**config.mk**
```make
export PLATFORM = sky130hd
export DESIGN_NAME = timer0_wave_gen
export DESIGN_NICKNAME = d
export VERILOG_FILES = /design/src/rtl/timer0_wave_gen.sv
export SDC_FILE = /design/constraint.sdc
export NUM_CORES = 1
export LEC_CHECK = 0
export CORE_ASPECT_RATIO = 2
export CORE_UTILIZATION = 49
export CTS_BUF_LIST = sky130_fd_sc_hd__clkbuf_4 sky130_fd_sc_hd__clkbuf_8
export CTS_CLUSTER_DIAMETER = 120
export DETAILED_ROUTE_END_ITERATION = 16
export PLACE_DENSITY_LB_ADDON = 0.1
export SYNTH_ARGS = -nofsm -noshare
export SYNTH_HDL_FRONTEND = slang
export SYNTH_SLANG_ARGS = --single-unit
```
**constraint.sdc**
```tcl
create_clock -name clk -period 5.94 [get_ports clk]
set_input_delay 1.188 -clock clk [delete_from_list [all_inputs] [get_ports clk]]
set_output_delay 1.188 -clock clk [all_outputs]
set_load 0.1 [all_outputs]
```
**src/rtl/timer0_wave_gen.sv**
```systemverilog
// rtl/timer0_wave_gen.sv - Timer0 8-bit counter, OCR0 compare and OC0 latch s/r driver (optional force compare: TIMER0_FOC_EN)
module timer0_wave_gen #(
   parameter int WIDTH = 8
) (
   input  logic             clk,
   input  logic             reset,
   input  logic             tick,
   input  logic [1:0]       wgm,
   input  logic [1:0]       com,
   input  logic [WIDTH-1:0] ocr_wdata,
   input  logic             ocr_wr,
   input  logic [WIDTH-1:0] tcnt_wdata,
   input  logic             tcnt_wr,
   input  logic             foc,
   input  logic             oc_q,
   output logic [WIDTH-1:0] tcnt,
   output logic [WIDTH-1:0] ocr,
   output logic             ocf,
   output logic             tov,
   output logic             latch_s,
   output logic             latch_r
);

   localparam logic [1:0] WGM_NORMAL = 2'd0;
   localparam logic [1:0] WGM_PC     = 2'd1;
   localparam logic [1:0] WGM_CTC    = 2'd2;
   localparam logic [1:0] WGM_FAST   = 2'd3;

   localparam logic [WIDTH-1:0] CNT_MAX = {WIDTH{1'b1}};
   localparam logic [WIDTH-1:0] CNT_ONE = {{(WIDTH-1){1'b0}}, 1'b1};

   logic [WIDTH-1:0] tcnt_q, tcnt_d;
   logic [WIDTH-1:0] ocr_q, ocr_d;
   logic [WIDTH-1:0] ocr_buf_q, ocr_buf_d;
   logic [1:0]       wgm_q;
   logic             dir_down_q, dir_down_d;
   logic             blk_q, blk_d;
   logic             ocf_q, tov_q, s_q, r_q;
   logic             tov_d, act_set, act_clr;

   // a tick that is not overridden by a same-cycle TCNT0 write
   logic step;
   logic at_max, at_zero, cmp_eq, match, non_pwm;

   assign step    = tick & ~tcnt_wr;
   assign at_max  = (tcnt_q == CNT_MAX);
   assign at_zero = (tcnt_q == '0);
   assign cmp_eq  = (tcnt_q == ocr_q);
   assign match   = step & ~blk_q & cmp_eq;
   assign non_pwm = ~wgm[0];

   // non-PWM compare output action, returned as {set, clr}
   function automatic logic [1:0] np_action(input logic [1:0] c, input logic q);
      logic [1:0] a;
      a = 2'b00;
      case (c)
         2'b01:   a = q ? 2'b01 : 2'b10;
         2'b10:   a = 2'b01;
         2'b11:   a = 2'b10;
         default: a = 2'b00;
      endcase
      return a;
   endfunction

   // counter step, direction and overflow
   always_comb begin
      tcnt_d     = tcnt_q;
      dir_down_d = dir_down_q;
      tov_d      = 1'b0;
      if (tcnt_wr) begin
         tcnt_d = tcnt_wdata;
      end else if (tick) begin
         case (wgm)
            WGM_CTC: begin
               tcnt_d     = cmp_eq ? '0 : tcnt_q + 1'b1;
               tov_d      = at_max;
               dir_down_d = 1'b0;
            end
            WGM_PC: begin
               if (!dir_down_q) begin
                  if (at_max) begin
                     dir_down_d = 1'b1;
                     tcnt_d     = tcnt_q - 1'b1;
                  end else begin
                     tcnt_d = tcnt_q + 1'b1;
                  end
               end else begin
                  if (at_zero) begin
                     dir_down_d = 1'b0;
                     tcnt_d     = tcnt_q + 1'b1;
                  end else begin
                     tcnt_d = tcnt_q - 1'b1;
                     tov_d  = (tcnt_q == CNT_ONE);
                  end
               end
            end
            default: begin
               tcnt_d     = tcnt_q + 1'b1;
               tov_d      = at_max;
               dir_down_d = 1'b0;
            end
         endcase
      end
   end

   // OCR0 buffering: immediate in non-PWM modes, double-buffered in PWM modes
   always_comb begin
      ocr_d     = ocr_q;
      ocr_buf_d = ocr_buf_q;
      if (ocr_wr) begin
         ocr_buf_d = ocr_wdata;
      end
      if (non_pwm) begin
         if (ocr_wr) begin
            ocr_d = ocr_wdata;
         end else if (wgm != wgm_q) begin
            ocr_d = ocr_buf_q;
         end
      end else if (step && at_max) begin
         // fast PWM wraps and phase-correct turns around at MAX
         ocr_d = ocr_buf_q;
      end
   end

   // a TCNT0 write suppresses the compare on the following tick only
   always_comb begin
      blk_d = blk_q;
      if (tcnt_wr) begin
         blk_d = 1'b1;
      end else if (tick) begin
         blk_d = 1'b0;
      end
   end

   // compare output action towards the OC0 latch
   always_comb begin
      act_set = 1'b0;
      act_clr = 1'b0;
      if (match) begin
         case (wgm)
            WGM_FAST: begin
               act_clr = (com == 2'b10);
               act_set = (com == 2'b11);
            end
            WGM_PC: begin
               // the direction held at the compare tick is the incoming one
               act_clr = (com == 2'b10 && !dir_down_q) || (com == 2'b11 && dir_down_q);
               act_set = (com == 2'b10 && dir_down_q) || (com == 2'b11 && !dir_down_q);
            end
            default: begin
               {act_set, act_clr} = np_action(com, oc_q);
            end
         endcase
      end else if (wgm == WGM_FAST && step && at_max) begin
         act_set = (com == 2'b10);
         act_clr = (com == 2'b11);
      end
`ifdef TIMER0_FOC_EN
      else if (foc && non_pwm) begin
         {act_set, act_clr} = np_action(com, oc_q);
      end
`endif
   end

`ifndef TIMER0_FOC_EN
   logic unused_foc;
   assign unused_foc = foc;
`endif

   // state registers and registered one-clk event outputs
   always_ff @(posedge clk or posedge reset) begin
      if (reset) begin
         tcnt_q     <= '0;
         ocr_q      <= '0;
         ocr_buf_q  <= '0;
         wgm_q      <= WGM_NORMAL;
         dir_down_q <= 1'b0;
         blk_q      <= 1'b0;
         ocf_q      <= 1'b0;
         tov_q      <= 1'b0;
         s_q        <= 1'b0;
         r_q        <= 1'b0;
      end else begin
         tcnt_q     <= tcnt_d;
         ocr_q      <= ocr_d;
         ocr_buf_q  <= ocr_buf_d;
         wgm_q      <= wgm;
         dir_down_q <= dir_down_d;
         blk_q      <= blk_d;
         ocf_q      <= match;
         tov_q      <= tov_d;
         s_q        <= act_set;
         r_q        <= act_set | act_clr;
      end
   end

   assign tcnt    = tcnt_q;
   assign ocr     = ocr_q;
   assign ocf     = ocf_q;
   assign tov     = tov_q;
   assign latch_s = s_q;
   assign latch_r = r_q;

endmodule

```
==> summary.md, run 1 <==
| Metric | Value |
|---|---|
| Status | `completed` |
| Post-synth EDFFs | `0` |
| Final wirelength | `~4300 µm` |
| Die Width | `47.3 µm` |
| Gate Count Post-Synth | `approximately 210` |
| Root Buffer | `clkbuf_8` |
| WS Path Type | `reg -> out` |
| Io pins | `47` |
| Synth warnings | `0` |
| CP bufs+invs | `1` |
| Die ar. | `between 4000 and 5000 µm²` |
| Max-cap violations | `0` |
| Core box area | `a little under 4000 µm²` |
| Vias/cell | `between 5 and 6` |
| Worst-Margin Slew | `slightly below 1 ns` |
| Fraction of layout cells with a size suffix above 1 | `0.104` |
| Post-layout util | `0.666` |
| Post-Synth Adder-Cell Area | `0.0436` |
| Crit start category | `flip-flop` |
| Minimum clock period | `roughly 3.3 ns` |
| DRT Pass-1 Iters | `4` |
| Port bufs | `45` |
| Lkg Pwr | `approximately 1.1 nW` |
| Skew final | `about 0.0050 ns` |
| Diode count | `0` |
| Max-slew violations | `0` |
| Initial antenna violation count | `0` |
| Sequential area share after synthesis | `0.399` |
| Ys flop type | `dfrtp_1` |
| Worst Setup End Kind | `primary output` |
| Final count of hold timing violations | `0` |
| Syn-to-layout area delta | `28.7%` |
| Largest net degree at the start of global routing | `33` |
| DRC Markers | `0` |
| VDD IR-drop max | `between 0.2 and 0.25 mV` |
| CP arrival | `2.09 ns` |
| Syn avg cell area | `roughly 9.7 µm²` |
| Post-route ant nets | `0` |
| HPWL after DPL | `about 3300 µm` |
| Crit share post-route | `0.552` |
| Via count | `1,626` |
| Clock slew seen by the registers of the worst setup and hold paths | `around 0.07 ns` |
| Worst Path Max Fanout | `10` |
| Final Wtd Congestion | `approximately 0.89` |
| Worst path top cell family by delay | `buffers and inverters` |
| Post-cts resize count | `0` |
| Netlist cell types | `between 40 and 50` |
| Synth Area in Compound Gates | `0.111` |
| H-tree lvl count | `2` |
| FF+latch count, synth | `32` |
| Total Power | `between 0.7 and 0.8 mW` |
| Syn nets | `about 240` |
| Final setup vio count | `0` |
| Post-cts hold buffer count | `0` |
| Wire per inst | `around 14 µm` |
| Synth Area in Simple Gates | `0.163` |
| Hold Crit Class | `reg -> reg` |
| Initial DRC Count | `16` |
| GRT Overall Usage | `0.220` |
| RSZ-0062 raised after global routing | `false` |
| Die H | `roughly 93 µm` |
| Postcts setup bufs | `0` |
| PwrDens | `307 nW/µm²` |
| CTS tree | `done` |
| Clk_lat worst skew | `~0.28 ns` |
| Post-Synth XOR/XNOR Area | `0.0915` |
| Largest family of logic cells by synthesized area | `simple AND/OR/NAND/NOR gates` |
| Worst-path cell chain | `clkdlybuf4s50_1` |
| Worst EP required | `4.75 ns` |
| Filler instances | `324` |
| Starting density of the core | `0.517` |
| Highest Clock Rate | `between 300 and 400 MHz` |
| CTS max path bufs | `2` |
| Clock sinks | `32` |
| Overflow left after global routing | `0` |
| Num CTS Buffers | `5` |
| Nets | `roughly 280` |
| Std cell rows | `32` |
| Mapped cell area | `2010 µm²` |
| Crit-path slowest cell | `clkdlybuf4s50_1` |
| Final TNS setup | `0 ns` |
| CP max stage delay | `roughly 1.2 ns` |
| Multiplexer area fraction after synthesis | `0.135` |
| Ys async rst share | `1.00` |
| First-pass GRT wire length | `roughly 6900 µm` |
| Vias in the first global route | `between 1,500 and 2,000` |
| Relative slew slack | `0.347` |
==> state kept, by name, summed over array words and instances, names as in the netlist <==
register    count
tov             1
dir_down_q      1
blk_q           1
ocf             1
ocr_buf_q       8
wgm_q           2
ocr             8
latch_r         1
latch_s         1
tcnt            8
==> stage by stage <==
stage                     area, µm²  instances  setup WS [ns]  hold WS [ns]
after global routing           2590        302           2.60         0.511
after global placement         2470        294           2.55         0.467
final                          2590        302           2.66         0.490
after detailed placement       2470        294           2.54         0.475
after floorplan                2010        207           3.17         0.454
after CTS                      2590        302           2.65         0.492
==> layout by cell type (no fill, tap or decap), types with 7 or more instances in the layout <==
master           netlist  final
clkdlybuf4s50_1        0     45
dfrtp_1               32     32
nand2_1               20     20
mux2i_1               17     17
inv_1                 15     15
nor2_1                13     13
o21ai_0               12     12
xnor2_1               11     11
xor2_1                10     10
mux2_2                 9      9
ha_1                   7      7
==> worst paths after layout <==
| check | slack (ns) | cells past startpoint | from | endpoint |
|---|---|---|---|---|
| max | 2.66 | 1 | tcnt[6] | tcnt[6] |
| min | 0.49 | 1 | blk_q | blk_q |
| max reg2reg | 3.59 | 7 | tcnt[0] | tcnt[1] |
| min reg2reg | 0.49 | 1 | blk_q | blk_q |
| max in group asynchronous | 4.35 | 3 | reset | tcnt[1] |
| min in group asynchronous | 1.28 | 3 | reset | tcnt[3] |
==> layout make-up <==
class                   instances  area, µm²  share of cell area
clock buffers                   5       68.8              0.0266
clock inverters                 3       42.5              0.0164
inverters                      16       60.1              0.0232
multi-input cells             149       1090               0.422
flip-flops and latches         32        801               0.310
well taps                      51       63.8              0.0247
repair buffers                 46        458               0.177
==> synth_stat cells (5+ instances only) <==
library cell   n  area, µm²
xnor2_1       11       96.3
dfrtp_1       32        801
o2bb2ai_1      5       43.8
ha_1           7       87.6
o21ai_0       12       60.1
mux2i_1       17        170
nor2_1        13       48.8
inv_1         15       56.3
mux2_2         9        101
xor2_1        10       87.6
nand2_1       20       75.1
==> kinds of logic after synthesis <==
logic type	count (synthesis)
multiplexers	26
AO/OA/AOI/OAI	33
XOR/XNOR	21
adder cells (fa/ha/maj)	7
AND/OR/NAND/NOR	62
buffers and inverters	26
flip-flops	32
==> where the power goes <==
part	total, mW	switching [mW]	leakage (nW)	internal (mW)
sequential	0.283	0.0406	0.385	0.243
clock	0.207	0.0831	0.0541	0.124
combinational	0.303	0.205	0.695	0.0980
==> per-layer routing <==
metal,GRT usage,routed length [µm]
met4,0.0976,109
met1,0.234,1660
met5,0,0
met3,0.0390,140
met2,0.389,2410
No activity file was read; power rests on OpenSTA's default activity.
==> inputs of run 2 (changes only) <==
- clock period: 5.94 -> 3.05 ns (I/O delays scaled with it)
==> run 2 against run 1 <==
  * Clock skew up 0.0016 ns
  * Clock-buffer cell count stayed put
  * Flip-flop and latch count unchanged
  * Routed wire length up 0.95%
  * Critical endpoint is now tcnt[1]
  * Largest cell class unchanged
==> summary.md, run 2 (synthesis results as in run 1) <==
| Metric | Value |
|---|---|
| Max-slew violations | `0` |
| Vias/cell | `about 5.4` |
| Crit start category | `input port` |
| VDD IR-drop max | `0.378 mV` |
| CP max stage delay | `0.60 ns` |
| Post-route ant nets | `0` |
| Overflow left after global routing | `0` |
| DRC Markers | `0` |
| Fraction of layout cells with a size suffix above 1 | `0.196` |
| Die H | `around 93 µm` |
| Post-cts hold buffer count | `0` |
| Syn-to-layout area delta | `27.7%` |
| Crit share post-route | `0.781` |
| Worst path top cell family by delay | `simple AND/OR/NAND/NOR gates` |
| Most frequent cells in the layout | `dfrtp_1, clkdlybuf4s50_1, buf_4, nand2_1, mux2i_1` |
| Worst-Margin Slew | `between 0.8 and 0.9 ns` |
| PwrDens | `600 nW/µm²` |
| Nets | `288` |
| Core box area | `around 3900 µm²` |
| Worst-path cell chain | `clkdlybuf4s50_1 -> inv_2 -> ha_1 -> or4b_4 -> or3_1 -> o211ai_2` |
| Relative slew slack | `0.452` |
| RSZ-0062 raised after global routing | `false` |
| DP Area | `around 2500 µm²` |
| Skew final | `0.00661 ns` |
| First-pass GRT wire length | `a little over 7000 µm` |
| Lkg Pwr | `approximately 1.2 nW` |
| Final Wtd Congestion | `0.896` |
| Postcts setup bufs | `0` |
| Initial antenna violation count | `0` |
| Std cell rows | `32` |
| Num CTS Buffers | `5` |
| Root Buffer | `clkbuf_8` |
| Max-cap violations | `0` |
| Fin area | `around 2600 µm²` |
| Filler instances | `about 330` |
| Hold Crit Class | `reg -> reg` |
| Diode count | `0` |
| Worst Setup End Kind | `flip-flop` |
| Die Width | `between 40 and 50 µm` |
| Initial DRC Count | `12` |
| GRT Overall Usage | `0.231` |
| Wire per inst | `roughly 14 µm` |
| CTS tree | `done` |
| Status | `completed` |
| Starting density of the core | `0.517` |
| CP bufs+invs | `2` |
| Vias in the first global route | `roughly 1,700` |
| Highest Clock Rate | `420 MHz` |
| Final wirelength | `about 4400 µm` |
| DRT Pass-1 Iters | `4` |
| Final setup vio count | `0` |
| Clock slew seen by the registers of the worst setup and hold paths | `around 0.070 ns` |
| Most common cell after layout, fill and taps aside | `dfrtp_1` |
| Final TNS setup | `0 ns` |
| Port bufs | `45` |
| Clk_lat worst skew | `0.29 ns` |
| Via count | `~1,700` |
| WS Path Type | `in -> reg` |
| H-tree lvl count | `2` |
| Clock sinks | `32` |
| Post-cts resize count | `0` |
| CTS max path bufs | `2` |
| Worst EP required | `3.26 ns` |
| HPWL after DPL | `3440 µm` |
| Final count of hold timing violations | `0` |
| Io pins | `47` |
| Die ar. | `between 4000 and 5000 µm²` |
| Minimum clock period | `around 2.4 ns` |
| Largest net degree at the start of global routing | `22` |
| Worst Path Max Fanout | `7` |
| Crit-path slowest cell | `or4b_4` |
| CP arrival | `2.59 ns` |
## run 2: changes by cell type in the layout (fill, tap and decap cells not counted), sizes merged
cell | previous run | this run
buf | 1 | 25
clkdlybuf4s50 | 45 | 25
## run 2: metal layers
layer | vias up | track usage | wire [µm]
met5 | - | 0 | 0
met4 | 0 | 0.148 | 229
met3 | 17 | 0.0370 | 114
met2 | 45 | 0.395 | 2360
met1 | 786 | 0.240 | 1660
li1 | 810 | - | -
## run 2: metrics by stage
step / hold WS, ns / worst slack [ns] / utilization / std cells / total power, mW
after floorplan: 0.454 / 0.282 / - / 207 / 1.00
after global placement: 0.473 / 0.381 / 0.632 / 298 / 1.14
after detailed placement: 0.477 / 0.368 / 0.632 / 298 / 1.14
after CTS: 0.493 / 0.663 / 0.661 / 306 / 1.55
after global routing: 0.518 / 0.591 / 0.661 / 306 / 1.61
final: 0.494 / 0.669 / 0.661 / 306 / 1.54
## run 2: area by class of cell
class / instances / area (µm²) / area share
multi-input cells: 149 / 1090 / 0.426
repair buffers: 50 / 438 / 0.171
inverters: 16 / 60.1 / 0.0234
clock inverters: 3 / 42.5 / 0.0166
flip-flops and latches: 32 / 801 / 0.312
well taps: 51 / 63.8 / 0.0249
clock buffers: 5 / 68.8 / 0.0268
## run 2: path summary, 6_finish.rpt
kind	from	to	slack (ns)	cells after the start
setup reg to reg	tcnt[0]	tcnt[1]	0.73	7
max in group asynchronous	reset	ocf	1.65	3
setup / recovery	wgm[0]	tcnt[1]	0.67	6
min in group asynchronous	reset	ocr[3]	0.78	2
hold reg to reg	blk_q	blk_q	0.49	1
hold / removal	blk_q	blk_q	0.49	1
## run 2: power by group
group / switching, mW / leakage [nW] / internal [mW]
Combinational: 0.399 / 0.737 / 0.181
Sequential: 0.0793 / 0.385 / 0.472
Clock: 0.165 / 0.0541 / 0.242
## run 2: worst reg2reg max path, cell delays in order (launching register included)
cell	delay, ns
dfrtp_1	0.56
inv_1	0.14
ha_1	0.24
nor3b_1	0.15
and3_1	0.21
or4b_4	0.53
or3_1	0.34
o211ai_2	0.07
